**config.mk**
```make
export PLATFORM = sky130hd
export DESIGN_NAME = pipe_host_bridge
export DESIGN_NICKNAME = d
export VERILOG_FILES = /design/src/rtl/pipe_host_bridge.sv
export SDC_FILE = /design/constraint.sdc
export NUM_CORES = 1
export LEC_CHECK = 0
export CORE_AREA = 2 2 139 141
export CTS_BUF_LIST = sky130_fd_sc_hd__clkbuf_2 sky130_fd_sc_hd__clkbuf_4 sky130_fd_sc_hd__clkbuf_8
export DETAILED_ROUTE_END_ITERATION = 10
export DIE_AREA = 0 0 141 143
export PLACE_DENSITY_LB_ADDON = 0.2
export SYNTH_ARGS = -nofsm -noshare
export SYNTH_HDL_FRONTEND = slang
export SYNTH_SLANG_ARGS = --single-unit
export TNS_END_PERCENT = 5
```
**constraint.sdc**
```tcl
create_clock -name clk -period 8.9 [get_ports clk]
set_clock_uncertainty 0.15 [all_clocks]
set_input_delay 1.335 -clock clk [delete_from_list [all_inputs] [get_ports clk]]
set_output_delay 1.335 -clock clk [all_outputs]
set_load 0.02 [all_outputs]
```
**src/rtl/pipe_host_bridge.sv**
```systemverilog
// Host-side access bridge: lets a host read/write instruction and data memory while the
// pipelined datapath is frozen, and hands both memory ports back to the datapath otherwise.
`timescale 1ns/1ps
module pipe_host_bridge #(
    parameter int DATA_W  = 32,
    parameter int IMEM_AW = 9,
    parameter int DMEM_AW = 8,
    parameter int RD_LAT  = 1
) (
    input  logic               clk,
    input  logic               rst,
    input  logic [31:0]        host_cmd,
    input  logic [31:0]        host_addr,
    input  logic [DATA_W-1:0]  host_wdata,
    output logic [DATA_W-1:0]  host_rdata,
    output logic [31:0]        host_status,
    input  logic [IMEM_AW-1:0] cpu_pc,
    input  logic [DMEM_AW-1:0] cpu_daddr,
    input  logic               cpu_dwe,
    input  logic [DATA_W-1:0]  cpu_dwdata,
    output logic [IMEM_AW-1:0] imem_addr,
    output logic [DATA_W-1:0]  imem_din,
    output logic               imem_we,
    input  logic [DATA_W-1:0]  imem_dout,
    output logic [DMEM_AW-1:0] dmem_addr,
    output logic [DATA_W-1:0]  dmem_din,
    output logic               dmem_we,
    input  logic [DATA_W-1:0]  dmem_dout,
    output logic               cpu_run
);

    typedef enum logic [1:0] {
        ST_IDLE    = 2'd0,
        ST_CAPTURE = 2'd1,
        ST_ACCESS  = 2'd2,
        ST_DONE    = 2'd3
    } state_e;

    localparam logic [2:0] LAST_CNT = 3'(RD_LAT);

    state_e            state_q;
    logic              go_meta_q, go_sync_q, go_prev_q;
    logic [31:0]       addr_q;
    logic [DATA_W-1:0] wdata_q, rdata_q;
    logic              write_q, tgt_dmem_q;
    logic [2:0]        acc_cnt_q;
    logic [15:0]       count_q;
    logic              err_cpu_q, err_addr_q, busy_q, done_q;
    logic              imem_we_q, dmem_we_q;

    logic start, cpu_enable, addr_err, host_phase, unused_cmd;

    assign cpu_enable = host_cmd[7];
    assign start      = go_sync_q & ~go_prev_q;
    assign unused_cmd = ^{host_cmd[31:8], host_cmd[6:3]};

    // Any captured address bit above the selected memory's width makes the command illegal.
    assign addr_err = tgt_dmem_q ? ((addr_q >> DMEM_AW) != 32'd0)
                                 : ((addr_q >> IMEM_AW) != 32'd0);

    // NOTE: all state below resets asynchronously and is updated with non-blocking
    // assignments only, so every register samples the pre-edge values of its peers.
    always_ff @(posedge clk or posedge rst) begin
        if (rst) begin
            state_q    <= ST_IDLE;
            go_meta_q  <= 1'b0;
            go_sync_q  <= 1'b0;
            go_prev_q  <= 1'b0;
            addr_q     <= '0;
            wdata_q    <= '0;
            rdata_q    <= '0;
            write_q    <= 1'b0;
            tgt_dmem_q <= 1'b0;
            acc_cnt_q  <= '0;
            count_q    <= '0;
            err_cpu_q  <= 1'b0;
            err_addr_q <= 1'b0;
            busy_q     <= 1'b0;
            done_q     <= 1'b0;
            imem_we_q  <= 1'b0;
            dmem_we_q  <= 1'b0;
        end else begin
            go_meta_q <= host_cmd[0];
            go_sync_q <= go_meta_q;
            go_prev_q <= go_sync_q;
            imem_we_q <= 1'b0;
            dmem_we_q <= 1'b0;

            case (state_q)
                ST_IDLE: begin
                    if (start) begin
                        if (cpu_enable) begin
                            err_cpu_q <= 1'b1;
                        end else begin
                            addr_q     <= host_addr;
                            wdata_q    <= host_wdata;
                            write_q    <= host_cmd[1];
                            tgt_dmem_q <= host_cmd[2];
                            err_cpu_q  <= 1'b0;
                            err_addr_q <= 1'b0;
                            busy_q     <= 1'b1;
                            state_q    <= ST_CAPTURE;
                        end
                    end
                end
                ST_CAPTURE: begin
                    if (addr_err) begin
                        err_addr_q <= 1'b1;
                        busy_q     <= 1'b0;
                        done_q     <= 1'b1;
                        state_q    <= ST_DONE;
                    end else begin
                        acc_cnt_q <= '0;
                        imem_we_q <= write_q & ~tgt_dmem_q;
                        dmem_we_q <= write_q & tgt_dmem_q;
                        state_q   <= ST_ACCESS;
                    end
                end
                ST_ACCESS: begin
                    // Writes complete in one cycle; reads wait out the memory latency.
                    if (write_q || acc_cnt_q == LAST_CNT) begin
                        if (!write_q) begin
                            rdata_q <= tgt_dmem_q ? dmem_dout : imem_dout;
                        end
                        count_q <= count_q + 16'd1;
                        busy_q  <= 1'b0;
                        done_q  <= 1'b1;
                        state_q <= ST_DONE;
                    end else begin
                        acc_cnt_q <= acc_cnt_q + 3'd1;
                    end
                end
                ST_DONE: begin
                    if (!go_sync_q) begin
                        done_q  <= 1'b0;
                        state_q <= ST_IDLE;
                    end
                end
                default: state_q <= ST_IDLE;
            endcase
        end
    end

    // NOTE: the port steering is a pure mux off registered state, so the datapath keeps
    // zero-latency access to both memories whenever the host is not using them.
    assign host_phase = busy_q;
    assign imem_addr  = (host_phase && !tgt_dmem_q) ? addr_q[IMEM_AW-1:0] : cpu_pc;
    assign imem_din   = wdata_q;
    assign imem_we    = imem_we_q;
    assign dmem_addr  = (host_phase && tgt_dmem_q) ? addr_q[DMEM_AW-1:0] : cpu_daddr;
    assign dmem_din   = (host_phase && tgt_dmem_q) ? wdata_q : cpu_dwdata;
    assign dmem_we    = !rst && (host_phase ? dmem_we_q : cpu_dwe);

    assign cpu_run     = cpu_enable && (state_q == ST_IDLE);
    assign host_rdata  = rdata_q;
    assign host_status = {count_q, 8'd0, 2'd0, err_cpu_q, err_addr_q, state_q, done_q, busy_q};

endmodule

```
### Word level (Yosys, flattened, before mapping)

Index checks and enable logic that the tools add are counted.
Widths: inputs -> output; s select.

* word-level logic and storage cells: 92
* input bits: 212
* flip-flop bits (word level): 128

* equal/unequal tests: 11
* reduce and logical (&&, ||, !) cells: 23
* add/subtract/negate cells: 2
* muxes and demuxes: 32
* bitwise gates (word level): 7

Operators with widths (count)
* $mux 32: 2
* $reduce_bool 32->1: 2
* $mux 1: 17
* $add 16x1->16 const B: 1
* $ne 2x2->1 const B: 7
* $reduce_and 4->1: 3
* $mux 9: 1
* $reduce_and 3->1: 3
* $mux 2: 4
* $mux 8: 1
* $pmux 2 s4: 1
* $mux 3: 2
* $pmux 1 s3: 2
* $pmux 3 s2: 1
* $reduce_bool 3->1: 2
* $reduce_and 5->1: 1
* $eq 2x2->1 const B: 2
* $logic_and 1x1->1: 4
* $not 1->1: 4
* $reduce_and 2->1: 2
* $reduce_bool 2->1: 2
* $add 3x1->3 const B: 1
* $and 1x1->1: 3
* $eq 3x1->1 const B: 1
* 5 further kinds: 6

### Longest topological paths before layout

Gate-level depths: netlist (run 1).

* depth after elaboration: 4
* gate-level depth with buffers: 9
* depth with buffers taken out: 7

### Least setup slack after synthesis (run 1)

OpenSTA, ideal clock, no wires.

* path kind: in2out
* start point: input cpu_dwe
* end point: output dmem_we
* data required time: 7415 ps
* data arrival time: 1668 ps
* slack: 5747 ps
* stages: 2
* path through: mux2i_1 -> nor2_1

* word-level cells in the longest chain between the ends: 2

Ends and longest elaborated chain
* start: declaration: RTL line 19 `input logic cpu_dwe,`
* $mux 1: RTL line 152 `assign dmem_we = !rst && (host_phase ? dmem_we_q : cpu_dwe);`
* $logic_and 1x1->1: RTL line 152
* end: declaration: RTL line 27 `output logic dmem_we,`

No other way between the ends.

### Worst setup path in the final report (run 1)

* start point: register tgt_dmem_q
* end point: output dmem_din[24]

* word-level cells in the longest chain between the ends: 2

Ends and longest elaborated chain
* start: declaration: RTL line 45 `logic write_q, tgt_dmem_q;`
* start signal: assignment: RTL line 98 `tgt_dmem_q <= host_cmd[2];`
* $logic_and 1x1->1: RTL line 151 `assign dmem_din = (host_phase && tgt_dmem_q) ? wdata_q : cpu_dwdata;`
* $mux 32: RTL line 151
* end: declaration: RTL line 26 `output logic [DATA_W-1:0] dmem_din,`

No other way between the ends.

==> metrics.cfg, run 1 <==
[cts]
cts_root_buf = clkbuf_8
clockBufferDepth = 2
worstSkewPairLatency_ns = 0.44
numCtsBuffers = 17
htreeDepth = 4
path_clk_slew_ns = 0.07
cts_sinks = 128
cts_setup_buffers = 0
tritoncts = built
cts-resized-gates = 0
cts-hold-fix-buffers = 0

[worst_setup_path]
worstPathArrival_ns = 3.44
startpoint_type = register
crit_path_max_fanout = 40
critical_path_class = reg2out
endpoint_kind = output pin
critical_path_required_ns = 7.41

[timing]
final-hold-violation-count = 0
worst_pin_slew_ns = 1.041
finalSetupViolCount = 0
clock.fmax_ghz = 0.2032
period_needed_ns = 4.920
tns_ns = 0
slew_viol_final = 0
fin_crit_sh = 0.5528
rsz0062_at_grt = no
slew-limit-headroom = 0.3041

[power]
sw_frac_of_total = 0.3690
pwr-share-clk = 0.185
p_comb_frac = 0.474
p_sw_mw = 1.110
p_int_mw = 1.898
peakVddDrop_uv = 130.5
leakage_nw = 4.069
p_seq_frac = 0.342
p_per_area_nw_per_um2 = 303.0

[routing]
wl_per_cell_um = 18.26
viasPerCell = 4.704
drc = 0
via_count = 4906
dr.pass1.iters = 4
postRouteAntennaNets = 0
wl_mm = 19.04
drtIter0Drc = 144

[synthesis]
async_flop_share = 1.000
ys.flop_type = dfrtp_1
seq_area_frac_synth = 0.5215
netlist_instances = 481
synth_cell_type_count = 44
ys_ff_latch = 128
synth_edf_count = 0
syn_area_um2 = 6142
syn_area_per_cell_um2 = 12.77
synth_warnings = 0

[placed_design]
placed_area_um2 = 9479
portBuffers = 321
place.detailed.instances = 1011
hpwl_mm = 14.68
gp_congestion = 0.7886

[global_routing]
grt_pass1_vias = 5210
antenna_found_initial = 1
overflow = 0
grt_max_degree = 75
globalRouteTotalUtil = 0.1876
grt_pass1_wl_mm = 28.88

[run]
drv_cap = 0

[floorplan]
die_y_um = 143
die_w_um = 141
io_pins = 360
design.core.area_um2 = 18580
design.die.area_um2 = 20160
initial_utilization = 0.3306
row_count = 50

[cells_and_area]
nets = 1015
drive_above_1_share = 0.2114
instances_no_fill = 1043
postLayoutCellArea_um2 = 9923
layout-area-overhead-vs-synth_pct = 61.56
ff_latch_area_um2 = 3204
multi_input_area_um2 = 2718
diodes = 0
fillCellCount = 1593

[run_status]
status = finished, final reports clean

[min_path]
min_path_type = reg2reg

-- area by class of cell --
class                           count  share of cell area
Timing Repair Buffer              324              0.3261
Sequential cell                   128              0.3229
Multi-Input combinational cell    318              0.2739
Clock buffer                       24             0.03203
Tap cell                          234             0.02950
Clock inverter                      8             0.01273
Inverter                            7            0.002900
-- Yosys cell counts (all sizes together), types with 2 or more instances --
library cell | n | area [µm²]
ha | 7 | 87.58
nand3 | 7 | 35.03
nand2 | 7 | 26.28
xnor2 | 11 | 96.34
nand2b | 3 | 18.77
o21ai | 8 | 47.54
nor2 | 44 | 167.7
and3 | 2 | 13.77
nor3b | 2 | 20.02
buf | 37 | 241.5
and4 | 4 | 35.03
nand4 | 4 | 31.28
xor2 | 4 | 35.03
o31ai | 3 | 22.52
nor4 | 5 | 71.32
mux2i | 34 | 340.3
inv | 7 | 26.28
a21oi | 32 | 160.2
dfrtp | 128 | 3203
mux2 | 117 | 1318
-- sequential cells by signal, summed over array words and instances (netlist names) --
name        cells
addr_q         32
host_rdata     32
imem_din       32
count_q        16
acc_cnt_q       3
state_q         2
busy_q          1
dmem_we_q       1
done_q          1
err_addr_q      1
err_cpu_q       1
go_meta_q       1
go_prev_q       1
go_sync_q       1
imem_we         1
tgt_dmem_q      1
write_q         1
-- routing by layer --
layer	track usage	vias to the layer above	routed length (µm)
li1	-	2314	-
met1	0.1937	2370	6786
met2	0.3607	197	10550
met3	0.06673	23	1438
met4	0.04684	2	254
met5	0	-	13
-- kinds of logic after synthesis --
kind of cell / Yosys count / share of synthesized area
XOR/XNOR: 15 / 0.02139
AND/OR/NAND/NOR: 83 / 0.07517
flip-flops: 128 / 0.5215
AO/OA/AOI/OAI: 52 / 0.05358
other: 1 / 0.0006105
buffers and inverters: 44 / 0.04359
adder cells (fa/ha/maj): 7 / 0.01426
multiplexers: 151 / 0.2699
-- worst paths after layout --
| kind | end | slack [ns] | startpoint | depth (start not counted) |
|---|---|---|---|---|
| setup reg to reg | imem_din[6] | 5.86 | state_q[0] | 6 |
| hold / removal | go_sync_q | 0.20 | go_meta_q | 0 |
| setup / recovery | dmem_din[24] | 3.98 | tgt_dmem_q | 3 |
| max in group asynchronous | tgt_dmem_q | 5.86 | rst | 3 |
| min in group asynchronous | dmem_we_q | 1.23 | rst | 2 |
| hold reg to reg | go_sync_q | 0.20 | go_meta_q | 0 |
-- power groups by stage --
| stage | Combinational [mW] | Clock, mW | Sequential (mW) |
|---|---|---|---|
| after global routing | 1.52 | 0.596 | 1.07 |
| after CTS | 1.45 | 0.571 | 1.04 |
| final | 1.42 | 0.556 | 1.03 |
| after floorplan | 0.660 | 0 | 1.13 |
| after detailed placement | 1.44 | 0 | 1.05 |
| after global placement | 1.42 | 0 | 1.03 |
-- cell usage in the layout (no fill, tap or decap), types with 4 or more instances in the layout --
master           instances
clkdlybuf4s50_1        321
dfrtp_1                127
mux2_2                 117
nor2_1                  43
mux2i_1                 34
a21oi_1                 32
clkbuf_8                22
xnor2_1                 11
conb_1                  10
nand3_1                  7
ha_1                     7
inv_1                    6
nand2_1                  6
xor2_1                   4
and4_1                   4
nor4_2                   4
-- per-stage QoR --
step	setup WS, ns	util	hold WS [ns]	total power [mW]
3_3_place_gp	4.481	0.5102	0.1860	2.447
3_5_place_dp	4.353	0.5102	0.1847	2.486
5_1_grt	3.746	0.5341	0.2058	3.185
6_report	3.980	0.5341	0.2013	3.007
2_1_floorplan	4.002	-	0.1812	1.794
4_1_cts	3.821	0.5341	0.2027	3.055
-- critical path, cell delays in order (launching register included) --
cell and delay [ns]:
dfrtp_2 1.03, nand2_2 0.82, mux2_2 0.55, clkdlybuf4s50_1 0.55
Power figures use the tool's default switching activity.
==> run 2: changes to the inputs <==
CORE_AREA = 2 2 141 143   (was 2 2 139 141)
DIE_AREA = 0 0 143 145   (was 0 0 141 143)
clock period = 5.05 ns   (was 8.9 ns; I/O delays follow)
==> run 2 against run 1 <==
- sequential share of layout area shrank 0.29 points
- combinational power grew 81%
- flip-flop and latch count is the same
- power grew 78%
- critical path depth grew 2
- final cell count grew 3.3%
- critical endpoint is now dmem_din[0]
==> metrics.cfg, run 2 (synthesis gave the netlist of run 1 again) <==
[worst_setup_path]
worstPathArrival_ns = 2.67
endpoint_kind = output pin
critical_path_class = reg2out
startpoint_type = register
crit_path_max_fanout = 40
cp_top_family = buffers and inverters
cp_cell_sequence = buf_4 -> nand2_2 -> buf_4 -> mux2_2 -> clkdlybuf4s50_1
path_buf_inv = 3
critical_path_required_ns = 4.14
crit_top_cell = buf_4
max_stage_delay_ns = 0.54
cpMaxStageDelayCell = clkdlybuf4s50_1

[floorplan]
initial_utilization = 0.3198
die_y_um = 145
design.die.area_um2 = 20740
design.core.area_um2 = 19210
row_count = 51
die_w_um = 143
io_pins = 360

[cts]
numCtsBuffers = 17
cts_sinks = 128
path_clk_slew_ns = 0.07
htreeDepth = 4
cts-hold-fix-buffers = 0
worstSkewPairLatency_ns = 0.44
cts_root_buf = clkbuf_8
tritoncts = built
cts_setup_buffers = 0
clockBufferDepth = 2
cts-resized-gates = 0

[routing]
drtIter0Drc = 145
viasPerCell = 4.583
postRouteAntennaNets = 0
drc = 0
wl_mm = 18.78
via_count = 4936
wl_per_cell_um = 17.43
dr.pass1.iters = 4

[placed_design]
portBuffers = 321
place.detailed.instances = 1044
gp_congestion = 0.8121
hpwl_mm = 14.55
placed_area_um2 = 9535

[global_routing]
grt_pass1_wl_mm = 28.59
grt_max_degree = 95
grt_pass1_vias = 5033
globalRouteTotalUtil = 0.1807
antenna_found_initial = 1
overflow = 0

[timing]
worst_pin_slew_ns = 0.8527
fin_crit_sh = 0.7092
period_needed_ns = 3.581
clock.fmax_ghz = 0.2792
tns_ns = 0
hold_slack_ns = 0.2079
rsz0062_at_grt = no
finalSetupViolCount = 0
slew-limit-headroom = 0.4316
slew_viol_final = 0
final-hold-violation-count = 0

[min_path]
min_path_type = reg2reg

[power]
peakVddDrop_uv = 270.2
leakage_nw = 4.093
p_per_area_nw_per_um2 = 536.0

[cells_and_area]
layout_commonest_cell = clkdlybuf4s50_1
mostFrequentLayoutCells = clkdlybuf4s50_1 (321), dfrtp_1 (127), mux2_2 (117), nor2_1 (43), mux2i_1 (34)
drive_above_1_share = 0.2133
instances_no_fill = 1077
layout-area-overhead-vs-synth_pct = 63.01
nets = 1017
fillCellCount = 1651
postLayoutCellArea_um2 = 10010

[run]
drv_cap = 0

[run_status]
status = finished, final reports clean

==> run 2: cell count changes in the layout (fill, tap and decap cells not counted), sizes merged <==
cell / before / now
clkinvlp: 3 / 2
clkinv: 2 / 3
bufinv: 3 / 5
buf: 3 / 5
diode: 0 / 1
inv: 7 / 9
clkbuf: 24 / 20
==> run 2: metrics by stage <==
| stage | setup WS (ns) | power (mW) | utilization |
|---|---|---|---|
| 6_report | 1.469 | 5.366 | 0.5213 |
| 5_1_grt | 1.287 | 5.686 | 0.5213 |
| 4_1_cts | 1.357 | 5.455 | 0.5211 |
| 3_5_place_dp | 1.840 | 4.387 | 0.4965 |
| 3_3_place_gp | 1.900 | 4.320 | 0.4965 |
| 2_1_floorplan | 0.7299 | 3.162 | - |
==> run 2: final timing paths <==
path	endpoint	slack [ns]	startpoint	depth (start not counted)
worst max-delay path	dmem_din[0]	1.47	tgt_dmem_q	5
worst min-delay path	go_sync_q	0.21	go_meta_q	0
worst max register to register	imem_din[23]	2.32	state_q[0]	6
worst min register to register	go_sync_q	0.21	go_meta_q	0
max in group asynchronous	addr_q[3]	3.02	rst	3
min in group asynchronous	host_rdata[27]	0.76	rst	2
==> run 2: metal layers <==
layer | global-route usage | share of wire | vias to the layer above | wire length (µm)
li1 | - | - | 2332 | -
met1 | 0.2011 | 0.38 | 2368 | 7134
met2 | 0.3278 | 0.53 | 220 | 9912
met3 | 0.05479 | 0.077 | 16 | 1440
met4 | 0.05297 | 0.015 | 0 | 288
met5 | 0 | 0 | - | 0
==> run 2: cell type report <==
class	instances	area, µm²	area share
antenna	1	2.502	0.0002499
clock buffer	20	269.0	0.02687
clock inverter	12	205.2	0.02049
inverter	7	31.28	0.003124
multi-input combinational	318	2718	0.2714
sequential	128	3204	0.3200
tap	265	331.6	0.03312
timing repair buffer	326	3251	0.3247
==> run 2: where the power goes <==
group          switching [mW]  internal (mW)  total (mW)  leakage (nW)
clock network           0.418          0.624        1.04         0.233
registers               0.323           1.43        1.75          1.50
logic                    1.22           1.35        2.57          2.36
total                    1.96           3.40        5.37          4.09
==> run 3: changes to the inputs <==
clock period = 3.7 ns   (was 5.05 ns; I/O delays follow)
==> run 3 against run 2 <==
- sequential share of layout area shrank 0.088 points
- combinational power grew 37%
- design area grew 0.27%
- global-route usage grew 0.20 points
- register-to-register slack lost 1.1 ns
- clock-buffer cell count shrank 3
- critical endpoint is now dmem_din[3]
- largest cell class unchanged
- largest power group unchanged
==> metrics.cfg, run 3 (synthesis gave the netlist of run 1 again) <==
[run_status]
status = finished, final reports clean

[cells_and_area]
fillCellCount = 1689
diodes = 0
layout-area-overhead-vs-synth_pct = 63.45
layout_commonest_cell = clkdlybuf4s50_1
drive_above_1_share = 0.2181
instances_no_fill = 1081
mostFrequentLayoutCells = clkdlybuf4s50_1 (321), dfrtp_1 (127), mux2_2 (117), nor2_1 (43), mux2i_1 (34)
postLayoutCellArea_um2 = 10040
nets = 1022

[floorplan]
die_w_um = 143
row_count = 51
io_pins = 360
die_y_um = 145
design.die.area_um2 = 20740
initial_utilization = 0.3198
design.core.area_um2 = 19210

[worst_setup_path]
startpoint_type = register
max_stage_delay_ns = 0.55
worstPathArrival_ns = 2.51
r2r_slack_ns = 1.19
critical_path_class = reg2out
cp_cell_sequence = nand2_2 -> buf_12 -> mux2_2 -> clkdlybuf4s50_1
path_buf_inv = 2
crit_path_max_fanout = 21
cpMaxStageDelayCell = clkdlybuf4s50_1
endpoint_kind = output pin
cp_top_family = buffers and inverters
critical_path_required_ns = 2.99
r2r_cells = 6
crit_cells = 4

[power]
leakage_nw = 4.105
sw_frac_of_total = 0.3726
p_int_mw = 4.556
peakVddDrop_uv = 289.9
p_sw_mw = 2.706
p_comb_frac = 0.484
pwr-share-clk = 0.186
p_per_area_nw_per_um2 = 723.4
p_seq_frac = 0.330

[cts]
cts_sinks = 128
cts_root_buf = clkbuf_8
cts_setup_buffers = 0
worstSkewPairLatency_ns = 0.45
clockBufferDepth = 2
cts-resized-gates = 0
path_clk_slew_ns = 0.08
cts-hold-fix-buffers = 0
htreeDepth = 4
tritoncts = built
numCtsBuffers = 17

[routing]
dr.pass1.iters = 5
drtIter0Drc = 162
drc = 0
viasPerCell = 4.541
wl_per_cell_um = 17.28
via_count = 4909
wl_mm = 18.69
postRouteAntennaNets = 0

[global_routing]
grt_pass1_wl_mm = 28.70
grt_pass1_vias = 5302
overflow = 0
antenna_found_initial = 0
globalRouteTotalUtil = 0.1827
grt_max_degree = 65

[timing]
tns_ns = 0
clock.fmax_ghz = 0.3107
finalSetupViolCount = 0
fin_crit_sh = 0.8698
period_needed_ns = 3.218
slew-limit-headroom = 0.3237
rsz0062_at_grt = no
slew_viol_final = 0
final-hold-violation-count = 0
worst_pin_slew_ns = 1.012

[placed_design]
place.detailed.instances = 1049
hpwl_mm = 14.70
gp_congestion = 0.8012
placed_area_um2 = 9597
portBuffers = 321

[min_path]
holdPathStages = 0
min_path_type = reg2reg

[run]
drv_cap = 0

## run 3: cell types whose count changed in the layout (fill, tap and decap cells not counted), sizes merged
cell / change
clkbuf: -3
bufinv: -1
inv: +1
clkinv: +1
buf: +5
clkinvlp: +2
diode: -1
## run 3: per-layer routing
| metal | up-vias | share of wire | global-route usage |
|---|---|---|---|
| li1 | 2332 | - | - |
| met1 | 2335 | 0.37 | 0.1944 |
| met2 | 213 | 0.53 | 0.3306 |
| met3 | 29 | 0.075 | 0.05776 |
| met4 | 0 | 0.026 | 0.07277 |
| met5 | - | 0 | 0 |
## run 3: worst paths after layout
| check | endpoint | from |
|---|---|---|
| worst max-delay path | dmem_din[3] | busy_q |
| worst min-delay path | go_sync_q | go_meta_q |
| worst max register to register | imem_din[8] | state_q[0] |
| worst min register to register | go_sync_q | go_meta_q |
| max in group asynchronous | addr_q[30] | rst |
| min in group asynchronous | imem_din[23] | rst |
## run 3: power groups by stage
stage	Clock (mW)	Sequential (mW)	Combinational, mW
4_1_cts	1.40	2.42	3.57
5_1_grt	1.45	2.49	3.76
3_3_place_gp	0	2.41	3.50
2_1_floorplan	0	2.73	1.59
3_5_place_dp	0	2.44	3.55
6_report	1.35	2.40	3.51
## run 3: final cells by class
type	count	area (µm²)	share of cell area
timing repair buffer	331	3313	0.3300
multi-input combinational	318	2718	0.2707
sequential	128	3204	0.3192
inverter	7	30.03	0.002991
clock buffer	17	234.0	0.02331
tap	265	331.6	0.03303
clock inverter	15	209.0	0.02081
## run 3: metrics by stage
stage	setup WS (ns)	hold slack [ns]	util	total power, mW
finish	0.4817	0.2080	0.5227	7.262
detailed placement	0.9014	0.1911	0.4996	5.995
CTS	0.3935	0.2170	0.5227	7.382
floorplan	1.414	0.1812	-	4.316
global placement	0.9624	0.1921	0.4996	5.905
global route	0.3459	0.2354	0.5227	7.699
